<file path="config.mk">
export PLATFORM = sky130hd
export DESIGN_NAME = branch_flag_ctrl_flat
export DESIGN_NICKNAME = d
export VERILOG_FILES = /design/src/rtl/branch_pkg.sv /design/src/rtl/branch_flag_ctrl_if.sv /design/src/rtl/branch_flag_ctrl_cond_eval.sv /design/src/rtl/branch_flag_ctrl.sv /design/src/flat_wrapper.sv
export SDC_FILE = /design/constraint.sdc
export NUM_CORES = 1
export LEC_CHECK = 0
export ABC_AREA = 1
export BUFFER_PORTS_ARGS = -buffer_cell sky130_fd_sc_hd__buf_2
export CORE_MARGIN = 5
export CORE_UTILIZATION = 50
export CTS_CLUSTER_SIZE = 28
export DETAILED_ROUTE_END_ITERATION = 16
export PLACE_DENSITY_LB_ADDON = 0.25
export SYNTH_ARGS = -nofsm -noshare
export SYNTH_HDL_FRONTEND = slang
export SYNTH_HIERARCHICAL = 1
export SYNTH_SLANG_ARGS = --single-unit
</file>
<file path="constraint.sdc">
create_clock -name clk -period 2.2 [get_ports clk]
set_clock_uncertainty 0.15 [all_clocks]
set_input_delay 0 -clock clk [delete_from_list [all_inputs] [get_ports clk]]
set_output_delay 0 -clock clk [all_outputs]
set_load 0.005 [all_outputs]
</file>
<file path="src/rtl/branch_pkg.sv">
// Shared types for branch resolution: branch kinds, ARM condition codes,
// controller states and NZCV bit positions.
package branch_pkg;

    typedef enum logic [1:0] {
        BR_NONE   = 2'd0,
        BR_UNCOND = 2'd1,
        BR_COND   = 2'd2,
        BR_CBZ    = 2'd3
    } br_type_t;

    typedef enum logic [3:0] {
        COND_EQ = 4'h0, COND_NE = 4'h1, COND_HS = 4'h2, COND_LO = 4'h3,
        COND_MI = 4'h4, COND_PL = 4'h5, COND_VS = 4'h6, COND_VC = 4'h7,
        COND_HI = 4'h8, COND_LS = 4'h9, COND_GE = 4'hA, COND_LT = 4'hB,
        COND_GT = 4'hC, COND_LE = 4'hD, COND_AL = 4'hE, COND_NV = 4'hF
    } cond_t;

    typedef enum logic [1:0] {
        IDLE  = 2'd0,
        WAIT  = 2'd1,
        FLUSH = 2'd2
    } state_t;

    localparam int FLAG_N = 3;
    localparam int FLAG_Z = 2;
    localparam int FLAG_C = 1;
    localparam int FLAG_V = 0;

endpackage

</file>
<file path="src/rtl/branch_flag_ctrl_if.sv">
// Pipeline-side signals of the branch/flag controller; master drives the
// EX/ID inputs, slave is the controller.
interface branch_flag_ctrl_if;
    logic       ex_valid;
    logic       ex_setflags;
    logic [3:0] ex_flags;
    logic       ex_flag_busy;
    logic       id_br_valid;
    logic [1:0] id_br_type;
    logic [3:0] id_cond;
    logic       id_rt_zero;
    logic [3:0] flags_q;
    logic       br_taken;
    logic       stall_id;
    logic       flush;

    modport master (
        output ex_valid, ex_setflags, ex_flags, ex_flag_busy,
               id_br_valid, id_br_type, id_cond, id_rt_zero,
        input  flags_q, br_taken, stall_id, flush
    );

    modport slave (
        input  ex_valid, ex_setflags, ex_flags, ex_flag_busy,
               id_br_valid, id_br_type, id_cond, id_rt_zero,
        output flags_q, br_taken, stall_id, flush
    );
endinterface

</file>
<file path="src/rtl/branch_flag_ctrl_cond_eval.sv">
// Combinational ARM condition-code evaluator: (cond, NZCV) -> pass.
// Kept standalone so a conditional-select unit can reuse it.
module cond_eval
    import branch_pkg::*;
(
    input  logic [3:0] cond,
    input  logic [3:0] nzcv,
    output logic       taken
);
    logic n, z, c, v;

    assign n = nzcv[FLAG_N];
    assign z = nzcv[FLAG_Z];
    assign c = nzcv[FLAG_C];
    assign v = nzcv[FLAG_V];

    always_comb begin
        taken = 1'b0;
        case (cond_t'(cond))
            COND_EQ: taken = z;
            COND_NE: taken = ~z;
            COND_HS: taken = c;
            COND_LO: taken = ~c;
            COND_MI: taken = n;
            COND_PL: taken = ~n;
            COND_VS: taken = v;
            COND_VC: taken = ~v;
            COND_HI: taken = c & ~z;
            COND_LS: taken = ~c | z;
            COND_GE: taken = (n == v);
            COND_LT: taken = (n != v);
            COND_GT: taken = ~z & (n == v);
            COND_LE: taken = z | (n != v);
            COND_AL: taken = 1'b1;
            COND_NV: taken = 1'b1;
            default: taken = 1'b0;
        endcase
    end
endmodule

</file>
<file path="src/rtl/branch_flag_ctrl.sv">
// NZCV flag register plus branch resolution: forwards EX flags, stalls ID
// behind a multi-cycle flag producer, and emits taken/flush pulses.
module branch_flag_ctrl
    import branch_pkg::*;
#(
    parameter int FLUSH_CYCLES = 1,
    parameter int CNT_W        = 3
) (
    input  logic               clk,
    input  logic               reset,
    branch_flag_ctrl_if.slave  bus
);
    localparam logic [CNT_W-1:0] CNT_INIT = CNT_W'(FLUSH_CYCLES - 1);

    state_t           state;
    logic [CNT_W-1:0] cnt;
    logic [3:0]       flags_r;
    logic             br_taken_r;
    logic             flush_r;

    logic       fwd, busy_hold, wait_enter, cond_pass, decision, stall;
    logic [3:0] eff_flags;

    // A flag-setting EX op that has finished overrides the stored flags this cycle.
    assign fwd       = bus.ex_valid & bus.ex_setflags & ~bus.ex_flag_busy;
    assign busy_hold = bus.ex_valid & bus.ex_setflags & bus.ex_flag_busy;
    assign eff_flags = fwd ? bus.ex_flags : flags_r;

    assign wait_enter = (state == IDLE) & bus.id_br_valid &
                        (br_type_t'(bus.id_br_type) == BR_COND) & busy_hold;

    cond_eval u_cond_eval (
        .cond  (bus.id_cond),
        .nzcv  (eff_flags),
        .taken (cond_pass)
    );

    always_comb begin
        decision = 1'b0;
        if (bus.id_br_valid) begin
            case (br_type_t'(bus.id_br_type))
                BR_UNCOND: decision = 1'b1;
                BR_COND:   decision = cond_pass;
                BR_CBZ:    decision = bus.id_rt_zero;
                default:   decision = 1'b0;
            endcase
        end
    end

    always_comb begin
        stall = 1'b0;
        if (!reset) begin
            case (state)
                IDLE:    stall = wait_enter;
                WAIT:    stall = bus.ex_flag_busy;
                default: stall = 1'b0;
            endcase
        end
    end

    always_ff @(posedge clk or posedge reset) begin
        if (reset) begin
            state      <= IDLE;
            cnt        <= '0;
            flags_r    <= '0;
            br_taken_r <= 1'b0;
            flush_r    <= 1'b0;
        end else begin
            br_taken_r <= 1'b0;
            if (fwd && !flush_r)
                flags_r <= bus.ex_flags;
            case (state)
                IDLE, WAIT: begin
                    if (stall) begin
                        state <= WAIT;
                    end else if (decision) begin
                        state      <= FLUSH;
                        br_taken_r <= 1'b1;
                        flush_r    <= 1'b1;
                        cnt        <= CNT_INIT;
                    end else begin
                        state <= IDLE;
                    end
                end
                // The instruction in ID is being squashed, so its branch is ignored.
                FLUSH: begin
                    if (cnt == '0) begin
                        flush_r <= 1'b0;
                        state   <= IDLE;
                    end else begin
                        cnt <= cnt - CNT_W'(1);
                    end
                end
                default: begin
                    state   <= IDLE;
                    flush_r <= 1'b0;
                end
            endcase
        end
    end

    assign bus.flags_q  = flags_r;
    assign bus.br_taken = br_taken_r;
    assign bus.flush    = flush_r;
    assign bus.stall_id = stall;
endmodule

</file>
<file path="src/flat_wrapper.sv">
// flat-port wrapper written by rule: the top's interface ports become plain ports
module branch_flag_ctrl_flat import branch_pkg::*;
#(
    parameter int FLUSH_CYCLES = 1,
    parameter int CNT_W        = 3
)
  (clk, reset, bus_ex_valid, bus_ex_setflags, bus_ex_flags, bus_ex_flag_busy, bus_id_br_valid, bus_id_br_type, bus_id_cond, bus_id_rt_zero, bus_flags_q, bus_br_taken, bus_stall_id, bus_flush);
  branch_flag_ctrl_if bus_i ();
  input  logic clk;
  input  logic reset;
  input wire logic [$bits(bus_i.ex_valid)-1:0] bus_ex_valid;
  input wire logic [$bits(bus_i.ex_setflags)-1:0] bus_ex_setflags;
  input wire logic [$bits(bus_i.ex_flags)-1:0] bus_ex_flags;
  input wire logic [$bits(bus_i.ex_flag_busy)-1:0] bus_ex_flag_busy;
  input wire logic [$bits(bus_i.id_br_valid)-1:0] bus_id_br_valid;
  input wire logic [$bits(bus_i.id_br_type)-1:0] bus_id_br_type;
  input wire logic [$bits(bus_i.id_cond)-1:0] bus_id_cond;
  input wire logic [$bits(bus_i.id_rt_zero)-1:0] bus_id_rt_zero;
  output wire logic [$bits(bus_i.flags_q)-1:0] bus_flags_q;
  output wire logic [$bits(bus_i.br_taken)-1:0] bus_br_taken;
  output wire logic [$bits(bus_i.stall_id)-1:0] bus_stall_id;
  output wire logic [$bits(bus_i.flush)-1:0] bus_flush;
  assign bus_i.ex_valid = bus_ex_valid;
  assign bus_i.ex_setflags = bus_ex_setflags;
  assign bus_i.ex_flags = bus_ex_flags;
  assign bus_i.ex_flag_busy = bus_ex_flag_busy;
  assign bus_i.id_br_valid = bus_id_br_valid;
  assign bus_i.id_br_type = bus_id_br_type;
  assign bus_i.id_cond = bus_id_cond;
  assign bus_i.id_rt_zero = bus_id_rt_zero;
  assign bus_flags_q = bus_i.flags_q;
  assign bus_br_taken = bus_i.br_taken;
  assign bus_stall_id = bus_i.stall_id;
  assign bus_flush = bus_i.flush;
  branch_flag_ctrl #(.FLUSH_CYCLES(FLUSH_CYCLES), .CNT_W(CNT_W)) u_core (.clk(clk), .reset(reset), .bus(bus_i));
endmodule
</file>
==> Word-level counts from Yosys, hierarchy flattened <==
Cells that the tools add are included.
{ "classes": {"n_eq_ne": 26, "add_sub_neg": 1, "reduce_logical": 10, "n_bitwise": 15, "mux": 21} }
{ "ops": {"columns": ["op", "count"], "rows": [
  ["$eq 4x4->1 const B", 8],
  ["$eq 4x3->1 const B", 4],
  ["$pmux 1 s15", 1],
  ["$mux 3", 3],
  ["$and 1x1->1", 8],
  ["$eq 4x2->1 const B", 2],
  ["$mux 1", 8],
  ["$eq 2x2->1 const B", 3],
  ["$mux 2", 3],
  ["$pmux 3 s2", 1],
  ["$not 1->1", 5],
  ["$eq 2x1->1 const B", 2],
  ["$eq 4x1->1 const B", 1],
  ["$logic_not 4->1", 1],
  ["$mux 4", 1],
  ["$ne 2x1->1 const B", 2],
  ["$ne 2x2->1 const B", 2],
  ["$pmux 1 s2", 2],
  ["$pmux 2 s2", 1],
  ["$reduce_and 4->1", 1],
  ["$reduce_or 2->1", 2],
  ["$logic_not 3->1", 1],
  ["$pmux 1 s3", 1],
  ["$reduce_and 3->1", 1],
  ["8 further kinds", 9]
]} }
{ "word_totals": {"word_cells": 78, "regBits": 11} }

==> Logic depth before layout (Yosys ltp) <==
{ "depth": {"ltp_word": 11, "depth_mapped": 19} }

==> By module <==
Netlist, hierarchy kept.
{ "modules_own_cells": {"columns": ["module", "cells_per_inst", "area_each_um2", "n_inst", "seq_area_each_um2"], "rows": [
  ["branch_flag_ctrl", 83, 625.6, 1, 275.3],
  ["cond_eval", 52, 232.7, 1, 0.0]
]} }

==> Least setup slack after synthesis <==
Ideal clock, no wire load.
{ "synth_timing": {"kind": "register to register", "startpoint": "register u_core.flags_r[0] (netlist: u_core/bus.flags_q[0])", "endpoint": "register u_core.cnt[2]", "path_slack_ns": 0.365, "setup_time_ns": 0.117, "arrival_time_ns": 1.569, "stages_incl_launch_ff": 17, "n_path_buf": 0, "t_required_ns": 1.933, "cell_sequence": "dfrtp_1 nand2_1 o21ai_0 inv_1 nand2_1 nand2_1 nand2_1 nand2_1 nand3_1 nand4_2 nand3_1 nand2_1 nand3_1 nand2_1 nand2_1 nand2_1 nand2_1"} }
{ "synth_between": {"elab_chain_len": 8, "word_cells_on_any_way": 11, "classes_between": "3 x eq/ne; 4 x mux; 3 x bitwise; 1 x reduce/logical"} }
{ "synth_rtl": {"columns": ["item", "line", "text"], "rows": [
  ["from (decl)", "branch_flag_ctrl.sv:17", "logic [3:0] flags_r;"],
  ["from (signal assigned)", "branch_flag_ctrl.sv:71", "flags_r <= bus.ex_flags;"],
  ["$mux 4 (*)", "branch_flag_ctrl.sv:27", "assign eff_flags = fwd ? bus.ex_flags : flags_r;"],
  ["via u_core.eff_flags[0]", "branch_flag_ctrl.sv:22", "logic [3:0] eff_flags;"],
  ["$ne 1x1->1 / $eq 1x1->1 (equally long branches)", null, null],
  ["$or 1x1->1 / $and 1x1->1 (equally long branches)", "branch_flag_ctrl_cond_eval.sv:33, branch_flag_ctrl_cond_eval.sv:32", null],
  ["$pmux 1 s15 (*)", "branch_flag_ctrl_cond_eval.sv:19", "case (cond_t'(cond))"],
  ["via u_core.cond_pass", "branch_flag_ctrl.sv:21", "logic fwd, busy_hold, wait_enter, cond_pass, decision, stall;"],
  ["$pmux 1 s3 (*)", "branch_flag_ctrl.sv:41", "case (br_type_t'(bus.id_br_type))"],
  ["$mux 1 (*)", "branch_flag_ctrl.sv:40", "if (bus.id_br_valid) begin"],
  ["$ne 2x1->1 (no line) (*)", null, null],
  ["$reduce_and 4->1 (no line) (*)", null, null],
  ["to (signal assigned)", "branch_flag_ctrl.sv:91", "cnt <= cnt - CNT_W'(1);"],
  ["to (decl)", "branch_flag_ctrl.sv:16", "logic [CNT_W-1:0] cnt;"]
]} }
Mark *: on every way through the listed nets, which the timed path passes. The rest lies on a longest branch.
A chain may end at the register's enable or synchronous reset.

==> Final worst setup path <==
{ "layout_timing": {"startpoint": "input bus_ex_flags[3]", "endpoint": "register u_core.cnt[2]"} }
{ "layout_between": {"elab_chain_len": 8, "word_cells_on_any_way": 11, "classes_between": "3 x eq/ne; 4 x mux; 3 x bitwise; 1 x reduce/logical"} }
{ "layout_rtl": {"columns": ["item", "line", "text"], "rows": [
  ["from (decl)", "flat_wrapper.sv:13", "input wire logic [$bits(bus_i.ex_flags)-1:0] bus_ex_flags;"],
  ["$mux 4 (*)", "branch_flag_ctrl.sv:27", null],
  ["via u_core.eff_flags[3]", "branch_flag_ctrl.sv:22", null],
  ["$ne 1x1->1 / $eq 1x1->1 (equally long branches)", null, null],
  ["$or 1x1->1 / $and 1x1->1 (equally long branches)", "branch_flag_ctrl_cond_eval.sv:33, branch_flag_ctrl_cond_eval.sv:32", null],
  ["$pmux 1 s15 (*)", "branch_flag_ctrl_cond_eval.sv:19", null],
  ["via u_core.cond_pass", "branch_flag_ctrl.sv:21", null],
  ["$pmux 1 s3 (*)", "branch_flag_ctrl.sv:41", null],
  ["$mux 1 (*)", "branch_flag_ctrl.sv:40", null],
  ["$ne 2x1->1 (no line) (*)", null, null],
  ["$reduce_and 4->1 (no line) (*)", null, null]
]} }
Marked as above.

==> impl_metrics.py <==
metrics = {
    "outcome": {
        "status": "finished, final reports clean",
    },
    "drt": {
        "num_vias": 927,
        "wl_per_cell_microns": 11.34,
        "routed_wl_mm": 2.121,
        "drtPass1Iterations": 4,
        "routed_via_density": 4.957,
        "postRouteAntennaNets": 0,
        "drtIter0Drc": 23,
        "drc": 0,
    },
    "timing": {
        "tightest_slew_ps": 555.4,
        "finalCritPeriodShare_pct": 90.47,
        "tns_ps": 0,
        "finalSetupViolations": 0,
        "fin_ws_ps": 209.6,
        "fmax_mhz": 502.4,
        "hold_viol_final": 0,
        "relSlewSlack_pct": 62.98,
        "drv_slew": 0,
        "post-route-min-period_ps": 1990,
    },
    "run": {
        "cap_violations": 0,
    },
    "floorplan": {
        "die_h_microns": 51.43,
        "core_sq_um": 1670,
        "ios": 24,
        "num_rows": 15,
        "initial_core_util_pct": 51.39,
        "fp.dieW_microns": 51.43,
        "dieArea_sq_um": 2645,
    },
    "yosys": {
        "avgSynthCellArea_sq_um": 6.358,
        "synth_cell_types": 21,
        "synth_seq_cells": 11,
        "synth_top_area_share_pct": 32.07,
        "synth-warning-count": 6,
        "synth_fp_nets": 154,
        "ys_seq_area_share_pct": 32.07,
        "synth_area_leaders": "dfrtp_1 32%, nand2_1 20%, inv_1 9.6%",
        "synth.largest_area_cell": "dfrtp_1",
        "syn_inst": 135,
        "synth_area_sq_um": 858.3,
    },
    "critical_path": {
        "crit_required_ps": 2210,
        "crit_slowest_cell": "dlygate4sd3_1",
        "worst_setup_path_start_kind": "primary input",
        "cpMostUsedCell": "nand2_1",
        "max_stage_delay_ps": 520,
        "path_class": "in2reg",
        "path_cells": "dlygate4sd3_1 > buf_2 > inv_1 > o21ai_1 > inv_1 > nand2_1 > nand3_1 > nand2_1 > nand2_1 > nand2_1 > inv_1 > nand4_2 > nand3_1 > nand2_2 > nand3_4 > nand2_4 > nand2_4 > nand2_1 > nand2_1",
        "crit_path_end_kind": "flop",
        "arrival_ps": 2000,
        "cp_max_fo": 4,
    },
    "power": {
        "total_leakage_power_nw": 0.6575,
        "p_per_area_nw_per_um2": 883.9,
        "vdd_ir_drop_max_uv": 538.0,
    },
    "final_layout": {
        "nets": 190,
        "layout-drive-gt1-share_pct": 27.65,
        "fin_area_sq_um": 1127,
        "area_delta_synth_final_pct": 31.34,
        "mostFrequentLayoutCell": "nand2_1",
        "antenna_cells": 0,
        "num-fill-cells": 147,
        "layout_common_cells": "43 x nand2_1, 23 x buf_2, 22 x inv_1, 14 x nand3_1",
    },
    "clock_network": {
        "htree_levels": 1,
        "clk_pin_slew_worst_paths_ps": 70,
        "cts_sinks": 11,
        "cts_tree": "done",
        "cts_root_buffer": "clkbuf_4",
        "cts_buffers": 3,
        "clk_latency_ps": 260,
        "cts.path.max_buffers": 2,
    },
    "global_route": {
        "grt_pass1_vias": 861,
        "grt_max_degree": 12,
        "overflow": 0,
        "antenna_found_initial": 0,
        "grt_pass1_wl_mm": 3.387,
        "grtUsageTotal_pct": 16.79,
    },
    "hold_path": {
        "hold_path.class": "in2reg",
    },
    "placed_design": {
        "dp_hpwl_mm": 1.596,
        "place_congestion": 0.8065,
        "dp_slack_ps": 68.11,
        "place_area_sq_um": 998.5,
        "portBuffers": 23,
    },
}
## kinds of logic after synthesis
kind of cell / after synthesis / share of synthesized area (%)
and+or+nand+nor: 83 / 43.00
buffers and inverters: 28 / 13.12
DFF: 11 / 32.07
AOI/OAI and AO/OA: 10 / 7.871
xor gates and xnor gates: 1 / 1.021
adders and majority gates: 2 / 2.915
## critical path, delay by kind of cell
family                 cells  cell delay (ps)
and+or+nand+nor           13              970
AOI/OAI and AO/OA          1              230
buffers and inverters      5              790
## flip-flops by register name (all words and copies together) (netlist names)
register,cells
u_core/bus.br_taken,1
u_core/bus.flags_q,4
u_core/bus.flush,1
u_core/cnt,3
u_core/state,2
## stage by stage
step / power, W / std cells / hold slack (ps) / utilization (%)
6_report: 0.0009964 / 187 / 20.20 / 67.49
5_1_grt: 0.001093 / 187 / 50.13 / 67.49
4_1_cts: 0.0009688 / 187 / 3.526 / 65.54
3_5_place_dp: 0.0008148 / 176 / -129.4 / 59.78
3_3_place_gp: 0.0007926 / 176 / -128.5 / 59.78
2_1_floorplan: 0.0006544 / 135 / -297.6 / -
## final timing paths
path	cells after the start	slack (ps)	end	start
setup reg to reg	15	230	u_core/cnt[2]	u_core/bus.flags_q[1]
setup / recovery	19	210	u_core/cnt[2]	bus_ex_flags[3]
max in group asynchronous	3	1460	u_core/bus.flags_q[0]	reset
min in group asynchronous	3	130	u_core/state[0]	reset
hold / removal	5	20	u_core/bus.br_taken	bus_id_br_type[0]
hold reg to reg	2	330	u_core/cnt[1]	u_core/cnt[1]
## layer usage
layer	vias to the layer above	wire [microns]	global-route usage, %
met5	-	0	0
met2	26	1153	29.45
li1	482	-	-
met4	0	9	7.860
met3	2	106	3.499
met1	417	852	19.20
## cell type report
class | count | area [sq um] | area share (%)
clock buffers | 4 | 26.28 | 2.331
well taps | 17 | 21.27 | 1.887
repair buffers | 32 | 200.2 | 17.76
inverters | 27 | 101.3 | 8.990
flip-flops and latches | 11 | 275.3 | 24.42
multi-input cells | 96 | 503.0 | 44.62
## Yosys cell counts
master	number
nand2_1	46
inv_1	22
nand3_1	15
nor2_1	12
dfrtp_1	11
o21ai_0	4
o21ai_2	4
inv_2	3
nor2_2	3
clkinv_1	2
ha_1	2
nand3_2	2
a21oi_1	1
buf_6	1
nand2_2	1
nand3b_1	1
nand4_2	1
nor3_1	1
o21bai_1	1
or2_0	1
xnor2_1	1
## power breakdown
part           leakage (nW)  total (W)  internal, W  switching (W)
combinational         0.500   0.000534     0.000225       0.000310
sequential            0.142   0.000328     0.000278      0.0000499
clock                0.0150   0.000134    0.0000701      0.0000642
total                 0.658   0.000996     0.000573       0.000424
## timing repair
| item | CTS | global route |
|---|---|---|
| setup buffers | 0 | 0 |
| resized for setup | 0 | 10 |
| hold endpoints to repair | 18 | 0 |
| endpoints found under the setup margin | 0 | 5 |
| hold buffers | 7 | 0 |
No activity file was read; power rests on OpenSTA's default activity.
